**src/rtl/rsa_modexp_core.sv**
```systemverilog
// rsa_modexp_core
//   Computes C = M^E mod P using bit-serial Montgomery multiplication.
//   Inputs are mapped into the Montgomery domain with Const = 2^(2*WIDTH) mod P.
//   The exponent is then scanned MSB first, one square per bit and one multiply
//   per set bit. A final multiply by 1 maps the result back out of the domain.
//   With CONST_TIME set, the multiply runs on every exponent bit, and its result
//   is kept only for set bits.
//
// Ports
//   clk, rst      clock, asynchronous active-high reset
//   ena           clock enable; all state holds while low
//   start         begin an operation (accepted in IDLE only, loses to stop)
//   stop          abort a running operation
//   clear         clear C/eoc/err while idle
//   P, E, M       modulus (must be odd), exponent, message
//   Const         Montgomery constant 2^(2*WIDTH) mod P
//   C             registered result
//   busy          operation in progress
//   eoc           sticky end-of-computation flag
//   err           sticky even-modulus flag, valid with eoc
module rsa_modexp_core #(
  parameter int WIDTH      = 8,
  parameter int EXP_WIDTH  = WIDTH,
  parameter int CONST_TIME = 0
) (
  input  logic                 clk,
  input  logic                 rst,
  input  logic                 ena,
  input  logic                 start,
  input  logic                 stop,
  input  logic                 clear,
  input  logic [WIDTH-1:0]     P,
  input  logic [EXP_WIDTH-1:0] E,
  input  logic [WIDTH-1:0]     M,
  input  logic [WIDTH-1:0]     Const,
  output logic [WIDTH-1:0]     C,
  output logic                 busy,
  output logic                 eoc,
  output logic                 err
);

  localparam int SW = WIDTH + 2;
  localparam int CW = $clog2(WIDTH + 1);
  localparam int IW = (EXP_WIDTH > 1) ? $clog2(EXP_WIDTH) : 1;
  localparam logic [CW-1:0] CNT_LAST = CW'(WIDTH);
  localparam logic [IW-1:0] IDX_TOP  = IW'(EXP_WIDTH - 1);

  typedef enum logic [2:0] {
    IDLE, PRE_M, PRE_X, SQR, MUL, POST, DONE
  } state_t;

  state_t               state_q, state_d;
  logic [CW-1:0]        cnt_q, cnt_d;
  logic [SW-1:0]        s_q, s_d;
  logic [WIDTH-1:0]     x_q, x_d;
  logic [WIDTH-1:0]     mbar_q, mbar_d;
  logic [WIDTH-1:0]     p_q, p_d;
  logic [WIDTH-1:0]     m_q, m_d;
  logic [WIDTH-1:0]     k_q, k_d;
  logic [EXP_WIDTH-1:0] e_q, e_d;
  logic [IW-1:0]        idx_q, idx_d;
  logic [WIDTH-1:0]     c_q, c_d;
  logic                 eoc_q, eoc_d;
  logic                 err_q, err_d;
  logic                 even_q, even_d;

  // Montgomery datapath signals
  logic [WIDTH-1:0]     a_op, b_op;
  logic                 a_bit, e_bit;
  logic [SW-1:0]        s_add, s_odd, s_step;
  logic [WIDTH:0]       s_diff;
  logic [WIDTH-1:0]     mm_res;

  // Operand selection for the multiply that the current state performs
  always_comb begin
    a_op = '0;
    b_op = '0;
    case (state_q)
      PRE_M:   begin a_op = m_q;          b_op = k_q;          end
      PRE_X:   begin a_op = WIDTH'(1);    b_op = k_q;          end
      SQR:     begin a_op = x_q;          b_op = x_q;          end
      MUL:     begin a_op = x_q;          b_op = mbar_q;       end
      POST:    begin a_op = x_q;          b_op = WIDTH'(1);    end
      default: begin a_op = '0;           b_op = '0;           end
    endcase
  end

  assign a_bit  = |(a_op & (WIDTH'(1) << cnt_q));
  assign e_bit  = |(e_q & (EXP_WIDTH'(1) << idx_q));
  assign s_add  = s_q + (a_bit ? {2'b00, b_op} : '0);
  assign s_odd  = s_add + (s_add[0] ? {2'b00, p_q} : '0);
  assign s_step = s_odd >> 1;
  // S < 2P < 2^(WIDTH+1) at the final cycle, so a WIDTH+1 bit difference
  // whose MSB doubles as the borrow is enough for the conditional subtract.
  assign s_diff = s_q[WIDTH:0] - {1'b0, p_q};
  assign mm_res = s_diff[WIDTH] ? s_q[WIDTH-1:0] : s_diff[WIDTH-1:0];

  always_comb begin
    state_d = state_q;
    cnt_d   = cnt_q;
    s_d     = s_q;
    x_d     = x_q;
    mbar_d  = mbar_q;
    p_d     = p_q;
    m_d     = m_q;
    k_d     = k_q;
    e_d     = e_q;
    idx_d   = idx_q;
    c_d     = c_q;
    eoc_d   = eoc_q;
    err_d   = err_q;
    even_d  = even_q;

    if (state_q != IDLE && stop) begin
      state_d = IDLE;
    end else begin
      case (state_q)
        IDLE: begin
          if (start && !stop) begin
            p_d    = P;
            e_d    = E;
            m_d    = M;
            k_d    = Const;
            idx_d  = IDX_TOP;
            cnt_d  = '0;
            s_d    = '0;
            eoc_d  = 1'b0;
            err_d  = 1'b0;
            even_d = ~P[0];
            // An even modulus skips the arithmetic and reports on the next edge
            state_d = P[0] ? PRE_M : DONE;
          end else if (clear) begin
            c_d   = '0;
            eoc_d = 1'b0;
            err_d = 1'b0;
          end
        end
        DONE: begin
          c_d     = even_q ? '0 : x_q;
          eoc_d   = 1'b1;
          err_d   = even_q;
          state_d = IDLE;
        end
        default: begin
          if (cnt_q != CNT_LAST) begin
            s_d   = s_step;
            cnt_d = cnt_q + 1'b1;
          end else begin
            s_d   = '0;
            cnt_d = '0;
            case (state_q)
              PRE_M: begin
                mbar_d  = mm_res;
                state_d = PRE_X;
              end
              PRE_X: begin
                x_d     = mm_res;
                state_d = SQR;
              end
              SQR: begin
                x_d = mm_res;
                if (e_bit || CONST_TIME != 0) begin
                  state_d = MUL;
                end else if (idx_q == '0) begin
                  state_d = POST;
                end else begin
                  idx_d   = idx_q - 1'b1;
                  state_d = SQR;
                end
              end
              MUL: begin
                if (e_bit) x_d = mm_res;
                if (idx_q == '0) begin
                  state_d = POST;
                end else begin
                  idx_d   = idx_q - 1'b1;
                  state_d = SQR;
                end
              end
              POST: begin
                x_d     = mm_res;
                state_d = DONE;
              end
              default: state_d = IDLE;
            endcase
          end
        end
      endcase
    end
  end

  always_ff @(posedge clk or posedge rst) begin
    if (rst) begin
      state_q <= IDLE;
      cnt_q   <= '0;
      s_q     <= '0;
      x_q     <= '0;
      mbar_q  <= '0;
      p_q     <= '0;
      m_q     <= '0;
      k_q     <= '0;
      e_q     <= '0;
      idx_q   <= '0;
      c_q     <= '0;
      eoc_q   <= 1'b0;
      err_q   <= 1'b0;
      even_q  <= 1'b0;
    end else if (ena) begin
      state_q <= state_d;
      cnt_q   <= cnt_d;
      s_q     <= s_d;
      x_q     <= x_d;
      mbar_q  <= mbar_d;
      p_q     <= p_d;
      m_q     <= m_d;
      k_q     <= k_d;
      e_q     <= e_d;
      idx_q   <= idx_d;
      c_q     <= c_d;
      eoc_q   <= eoc_d;
      err_q   <= err_d;
      even_q  <= even_d;
    end
  end

  assign C    = c_q;
  assign busy = (state_q != IDLE);
  assign eoc  = eoc_q;
  assign err  = err_q;

endmodule

```
**config.mk**
```make
export PLATFORM = sky130hd
export DESIGN_NAME = rsa_modexp_core
export DESIGN_NICKNAME = d
export VERILOG_FILES = /design/src/rtl/rsa_modexp_core.sv
export SDC_FILE = /design/constraint.sdc
export NUM_CORES = 1
export LEC_CHECK = 0
export ABC_CLOCK_PERIOD_IN_PS = 6700
export BUFFER_PORTS_ARGS = -buffer_cell sky130_fd_sc_hd__buf_2
export CAP_MARGIN = 20
export CORE_ASPECT_RATIO = 1.5
export CORE_MARGIN = 2
export CORE_UTILIZATION = 52
export CTS_CLUSTER_DIAMETER = 120
export DETAILED_ROUTE_END_ITERATION = 10
export GPL_TIMING_DRIVEN = 0
export MAX_ROUTING_LAYER = met4
export PLACE_DENSITY = 0.72
export SYNTH_ARGS = -nofsm -noshare
export SYNTH_HDL_FRONTEND = slang
export SYNTH_SLANG_ARGS = --single-unit
```
**constraint.sdc**
```tcl
create_clock -name clk -period 6.7 [get_ports clk]
set_input_delay 0.67 -clock clk [delete_from_list [all_inputs] [get_ports clk]]
set_output_delay 0.67 -clock clk [all_outputs]
set_load 0.02 [all_outputs]
```
==> impl_metrics.env, run 1 <==
export IMPL_final_max_slew_violation_count=0
export IMPL_final_period_utilization=0.697
export IMPL_cts_sinks=78
export IMPL_cts_htree_levels=3
export IMPL_synth_area_top_cells="sky130_fd_sc_hd__dfrtp_1, sky130_fd_sc_hd__ha_1, sky130_fd_sc_hd__mux2_2"
export IMPL_core_mm2=0.00915
export IMPL_report_final_setup_viol=0
export IMPL_nNetsFinal=641
export IMPL_timing_setup_tns_ns=0
export IMPL_synth_common_cells="sky130_fd_sc_hd__dfrtp_1, sky130_fd_sc_hd__nand2_1, sky130_fd_sc_hd__nor2_1"
export IMPL_syn_num_nets=581
export IMPL_critical_path_reg2reg_startpoint="cnt_q[0]"
export IMPL_setup_reg_to_reg_worst_slack_ns=2.03
export IMPL_power_static_leakage_nw=2.60
export IMPL_fmaxAchievable_ghz=0.214
export IMPL_antenna_diode_count=0
export IMPL_fin_ws_ns=2.03
export IMPL_synth_top_area_share=0.403
export IMPL_timing_critical_path_slowest_cell_delay_ns=0.43
export IMPL_gp_congestion=0.917
export IMPL_total_power_per_unit_cell_area_mw_per_mm2=490
export IMPL_design_portCount=49
export IMPL_met3_wirelength_um=469
export IMPL_critical_path_required_ns=6.95
export IMPL_syn_area_per_cell_um2=9.56
export IMPL_max_clock_path_buffers=2
export IMPL_vias=3924
export IMPL_grt_antenna_before_repair=0
export IMPL_place_port_buffers=48
export IMPL_synth_most_common_cell="sky130_fd_sc_hd__dfrtp_1"
export IMPL_synth_top_area_cell="sky130_fd_sc_hd__dfrtp_1"
export IMPL_cts_inserted_buffers=9
export IMPL_criticalPathCategory="flop to flop"
export IMPL_outcome="complete, no violations"
export IMPL_drt_pre_antenna_iters=4
export IMPL_final_cell_count_no_fill=681
export IMPL_preCtsSetupSlack_ns=2.07
export IMPL_wl_mm=11.3
export IMPL_rsz0062_at_grt="false"
export IMPL_die_footprint_mm2=0.0101
export IMPL_design_power_total_w=0.00273
export IMPL_cts_tree="done"
export IMPL_rows=43
export IMPL_post_drt_via_cell_ratio=5.76
export IMPL_max_slew_margin_rel=0.384
export IMPL_topmost_layer_with_routed_signal_wires="met4"
export IMPL_route_antenna_remaining_nets=0
export IMPL_detail_route_wirelength_met1_mm=4.22
export IMPL_clk_transition_reported_paths_ns=0.06
export IMPL_report_final_hold_viol_count=0
export IMPL_dominantRegCellSynth="sky130_fd_sc_hd__dfrtp_1"
export IMPL_peak_supply_drop_mv=0.248
export IMPL_ys_seq_elements=78
export IMPL_edff_count_synth=0
export IMPL_post_synth_num_cell_types=59
export IMPL_wl_met2_mm=6.20
export IMPL_cts_setup_buffers=0
export IMPL_post_cts_resized=0
export IMPL_initial_core_util=0.529
export IMPL_chipWidth_um=82.8
export IMPL_finClkSkew_ns=0.00619
export IMPL_areaGrowthSynthToFinish_pct=14.9
export IMPL_post_drt_wl_per_cell_um=16.6
export IMPL_die_outline_height_um=122
export IMPL_initialDrtViolationCount=236
export IMPL_grt_usage=0.253
export IMPL_ys_warnings=0
export IMPL_post_route_cells_drive_above_1_share=0.204
export IMPL_worstPathMaxFanout=8
export IMPL_crit_chain="inv_1 > ha_1 > nand2_1 > o21ai_0 > a221o_1 > o21ai_0 > a31oi_1 > inv_1 > a31oi_1 > ha_1 > fa_1 > a21oi_1 > inv_1 > a21oi_1 > xnor2_1 > ha_1 > a21o_1 > a31oi_1 > o221ai_1 > nand2_1 > a21oi_1 > o21ai_0"
export IMPL_netlist_area_mm2=0.00484
export IMPL_arrival_ns=4.92
export IMPL_period_minus_slack_ns=4.67
export IMPL_overflow=0
export IMPL_first_global_vias=3988
export IMPL_drt_drc_violations_left=0
export IMPL_worst_setup_path_start_kind="flop"
export IMPL_cts_root_buf="sky130_fd_sc_hd__clkbuf_16"
export IMPL_share_of_flip_flops_with_an_asynchronous_set_or_reset_after_synthesis=1.00
export IMPL_synth_sequential_area_ratio=0.403
export IMPL_hold_path_class="input port to async pin"
export IMPL_slowest_stage="sky130_fd_sc_hd__dfrtp_1"
export IMPL_grt_first_pass_wirelength_mm=18.7
export IMPL_maxCapViolCount=0
export IMPL_utilization=0.608
export IMPL_pin_count_of_the_biggest_net_entering_global_routing=49
export IMPL_numPlacedInstances=667
export IMPL_worst_slew_pin_transition_ns=0.922
export IMPL_cts_hold_repair_buffers=0
export IMPL_dp_hpwl_mm=8.91
export IMPL_crit_path_end_kind="flop"
export IMPL_clock_latency_ns=0.34
export IMPL_crit_reg_reg_endpoint="s_q[8]"
export IMPL_synthesis_instances=506
export IMPL_rr_worst_depth=22
## sequential cells by signal, indices dropped and copies added (netlist names)
register	flops
m_q	8
mbar_q	8
eoc	1
p_q	8
state_q	3
even_q	1
x_q	8
s_q	9
idx_q	3
k_q	8
cnt_q	4
e_q	8
C	8
err	1
## worst max-delay path: cells and delay by family (launching register included)
family / cells / cell delay, ns
compound gates: 12 / 2.18
fa+ha+maj: 4 / 1.23
flops: 1 / 0.43
buf+inv: 3 / 0.38
simple gates: 2 / 0.20
xor+xnor: 1 / 0.14
## layer usage
layer	track usage	up-vias
li1	-	1921
met1	0.265	1875
met2	0.444	95
met3	0.0511	33
met4	0.119	0
met5	-	-
## cell type report
type,instances,area [µm²]
fillers,809,3590
multi-input cells,387,2730
flip-flops and latches,78,1950
repair buffers,49,268
clock buffers,10,239
well taps,112,140
inverters,27,104
clock inverters,4,72.6
plain buffers,14,58.8
## worst max-delay path by stage
stage,startpoint,endpoint,slack (ns),depth (start not counted)
2_1_floorplan,cnt_q[0],s_q[7],2.72,21
3_3_place_gp,cnt_q[0],s_q[7],2.15,21
3_5_place_dp,cnt_q[0],s_q[7],2.07,20
4_1_cts,cnt_q[0],s_q[7],2.03,20
5_1_grt,cnt_q[0],s_q[7],1.61,21
6_report,cnt_q[0],s_q[8],2.03,22
## cell usage in the layout (no fill, tap or decap), types with 4 or more instances in the layout
master and instances:
sky130_fd_sc_hd__clkbuf_1 9, sky130_fd_sc_hd__nor3_1 8, sky130_fd_sc_hd__nand2_1 58, sky130_fd_sc_hd__buf_2 53, sky130_fd_sc_hd__clkbuf_16 9, sky130_fd_sc_hd__xnor2_1 14
sky130_fd_sc_hd__ha_1 34, sky130_fd_sc_hd__inv_1 25, sky130_fd_sc_hd__o21ai_1 7, sky130_fd_sc_hd__a21o_1 6, sky130_fd_sc_hd__mux2_2 33, sky130_fd_sc_hd__a22oi_1 12
sky130_fd_sc_hd__o21ai_0 39, sky130_fd_sc_hd__nand3_1 8, sky130_fd_sc_hd__dfrtp_1 78, sky130_fd_sc_hd__and2_1 9, sky130_fd_sc_hd__nor2b_1 4, sky130_fd_sc_hd__a31oi_1 8
sky130_fd_sc_hd__a22o_1 4, sky130_fd_sc_hd__a21oi_1 31, sky130_fd_sc_hd__xor2_1 6, sky130_fd_sc_hd__mux2i_1 7, sky130_fd_sc_hd__nor2_1 43
## through the flow
stage | cell area, µm² | hold WS, ns
floorplan | 4840 | 0.445
global placement | 5220 | 0.459
detailed placement | 5250 | 0.470
CTS | 5560 | 0.346
global route | 5560 | 0.368
finish | 5560 | 0.333
## report_power, final
part | leakage (nW) | switching, W | internal (W)
Sequential | 0.987 | 0.000154 | 0.000654
Clock | 0.150 | 0.000186 | 0.000331
Combinational | 1.46 | 0.000786 | 0.000616
Total | 2.60 | 0.00113 | 0.00160
## logic make-up (layout without fill, tap and decap cells)
group,Yosys count,in the layout,synth area share
and+or+nand+nor,148,148,0.139
AOI/OAI and AO/OA,139,139,0.185
DFF,78,78,0.403
muxes,42,42,0.0975
buffers and inverters,41,104,0.0331
adders and majority gates,37,37,0.100
xor gates and xnor gates,21,21,0.0419
(Power assumes the default switching activity.)
==> inputs of run 2 (changes only) <==
--- a/config.mk
+++ b/config.mk
@@ -5,7 +5,7 @@
 export SDC_FILE = /design/constraint.sdc
 export NUM_CORES = 1
 export LEC_CHECK = 0
-export ABC_CLOCK_PERIOD_IN_PS = 6700
+export ABC_CLOCK_PERIOD_IN_PS = 4100
 export BUFFER_PORTS_ARGS = -buffer_cell sky130_fd_sc_hd__buf_2
 export CAP_MARGIN = 20
 export CORE_ASPECT_RATIO = 1.5
@@ -15,7 +15,7 @@
 export DETAILED_ROUTE_END_ITERATION = 10
 export GPL_TIMING_DRIVEN = 0
 export MAX_ROUTING_LAYER = met4
-export PLACE_DENSITY = 0.72
+export PLACE_DENSITY = 0.74
 export SYNTH_ARGS = -nofsm -noshare
 export SYNTH_HDL_FRONTEND = slang
 export SYNTH_SLANG_ARGS = --single-unit
==> constraint.sdc (replaced) <==
create_clock -name clk -period 4.1 [get_ports clk]
set_input_delay 0.41 -clock clk [delete_from_list [all_inputs] [get_ports clk]]
set_output_delay 0.41 -clock clk [all_outputs]
set_load 0.02 [all_outputs]
==> impl_metrics.env, run 2 (synthesis results as in run 1) <==
export IMPL_grt_usage=0.271
export IMPL_worstPathMaxFanout=6
export IMPL_pin_count_of_the_biggest_net_entering_global_routing=48
export IMPL_wl_mm=12.3
export IMPL_place_port_buffers=48
export IMPL_report_final_hold_viol_count=0
export IMPL_route_antenna_remaining_nets=0
export IMPL_areaGrowthSynthToFinish_pct=23.4
export IMPL_die_outline_height_um=122
export IMPL_cts_inserted_buffers=9
export IMPL_criticalPathCategory="flop to flop"
export IMPL_grt_antenna_before_repair=0
export IMPL_critical_path_required_ns=4.33
export IMPL_regMostFlops="s_q"
export IMPL_design_portCount=49
export IMPL_placed_cell_area_mm2=0.00525
export IMPL_fmaxAchievable_ghz=0.241
export IMPL_antenna_diode_count=0
export IMPL_cts_htree_levels=3
export IMPL_most_frequent_cells_in_the_layout="sky130_fd_sc_hd__dfrtp_1, sky130_fd_sc_hd__nand2_1, sky130_fd_sc_hd__buf_2"
export IMPL_utilization=0.653
export IMPL_max_slew_margin_rel=0.400
export IMPL_worst_setup_path_start_kind="flop"
export IMPL_layout_cells_most_common="sky130_fd_sc_hd__dfrtp_1"
export IMPL_clk_transition_reported_paths_ns=0.06
export IMPL_cts_hold_repair_buffers=0
export IMPL_hold_path_class="input port to async pin"
export IMPL_peak_supply_drop_mv=0.421
export IMPL_fin_ws_ns=-0.0457
export IMPL_final_period_utilization=1.01
export IMPL_drt_pre_antenna_iters=5
export IMPL_final_max_slew_violation_count=0
export IMPL_cts_tree="done"
export IMPL_period_minus_slack_ns=4.15
export IMPL_cts_sinks=78
export IMPL_vias=4147
export IMPL_die_footprint_mm2=0.0101
export IMPL_design_power_total_w=0.00511
export IMPL_violations="negative setup slack"
export IMPL_chipWidth_um=82.8
export IMPL_post_drt_wl_per_cell_um=17.5
export IMPL_core_mm2=0.00915
export IMPL_initialDrtViolationCount=241
export IMPL_total_power_per_unit_cell_area_mw_per_mm2=856
export IMPL_report_final_setup_viol=1
export IMPL_slowest_stage="sky130_fd_sc_hd__dfrtp_1"
export IMPL_crit_path_end_kind="flop"
export IMPL_nNetsFinal=657
export IMPL_post_route_cells_drive_above_1_share=0.278
export IMPL_overflow=0
export IMPL_gp_congestion=0.942
export IMPL_cts_root_buf="sky130_fd_sc_hd__clkbuf_16"
export IMPL_drt_drc_violations_left=0
export IMPL_finClkSkew_ns=0.00789
export IMPL_initial_core_util=0.529
export IMPL_first_global_vias=4291
export IMPL_dp_hpwl_mm=8.78
export IMPL_clock_latency_ns=0.35
export IMPL_maxCapViolCount=0
export IMPL_post_drt_via_cell_ratio=5.93
export IMPL_arrival_ns=4.38
export IMPL_grt_first_pass_wirelength_mm=20.0
export IMPL_preCtsSetupSlack_ns=-0.610
export IMPL_worst_slew_pin_transition_ns=0.899
export IMPL_number_of_buffer_and_inverter_instances_along_the_worst_setup_path=3
export IMPL_timing_critical_path_slowest_cell_delay_ns=0.40
export IMPL_crit_chain="buf_6 > mux2_4 > a222oi_1 > o21ai_1 > o21ai_1 > a31oi_2 > inv_2 > buf_12 > nor2_4 > ha_4 > a211oi_4 > nor2_4 > o21a_1 > nor2_2 > xnor2_1 > ha_1 > nand2_1 > o21ai_2 > nor4_2 > a211o_1 > xnor2_1 > a22o_1"
export IMPL_largest_register_ff_count=9
export IMPL_outcome="complete, but fails checks"
export IMPL_rows=43
export IMPL_rsz0062_at_grt="true"
export IMPL_finalInstanceArea_mm2=0.00597
export IMPL_max_clock_path_buffers=2
export IMPL_power_static_leakage_nw=2.73
export IMPL_critical_path_top_delay_family="compound AO/OA/AOI/OAI gates"
[run 2: final cells by class]
class | count | area (µm²)
plain buffers | 14 | 65.1
well taps | 112 | 140
fillers | 719 | 3180
inverters | 27 | 104
multi-input cells | 387 | 2920
clock inverters | 5 | 129
flip-flops and latches | 78 | 1950
clock buffers | 11 | 253
repair buffers | 65 | 408
[run 2: through the flow]
stage	std cells	hold slack, ns	TNS (ns)
after floorplan	506	0.445	0
after global placement	666	0.457	-1.88
after detailed placement	667	0.447	-2.41
after CTS	691	0.0839	0
after global routing	699	0.106	-0.817
final	699	0.0669	-0.0457
[run 2: routing by layer]
metal / part of all wire / global-route usage / up-vias
li1: - / - / 1954
met1: 0.36 / 0.273 / 2018
met2: 0.55 / 0.478 / 128
met3: 0.040 / 0.0459 / 47
met4: 0.045 / 0.155 / 0
met5: 0 / - / -
[run 2: path summary, 6_finish.rpt]
check | depth (start not counted) | slack, ns | end | start
max | 22 | -0.05 | s_q[7] | cnt_q[2]
min reg2reg | 2 | 0.47 | C[3] | C[3]
max reg2reg | 22 | -0.05 | s_q[7] | cnt_q[2]
min | 2 | 0.07 | C[5] | rst
max in group asynchronous | 3 | 3.45 | s_q[0] | rst
min in group clk | 2 | 0.29 | e_q[7] | E[7]
[run 2: repair_timing]
action / CTS / global route
endpoints found under the setup margin: 5 / 5
resized for setup: 26 / 26
buffers inserted: 8 / 8
pin swaps: 10 / 21
[run 2: power breakdown]
group / switching [W] / internal (W) / leakage, nW
combinational: 0.00150 / 0.00126 / 1.56
sequential: 0.000271 / 0.00107 / 0.987
clock: 0.000324 / 0.000691 / 0.186
total: 0.00209 / 0.00302 / 2.73
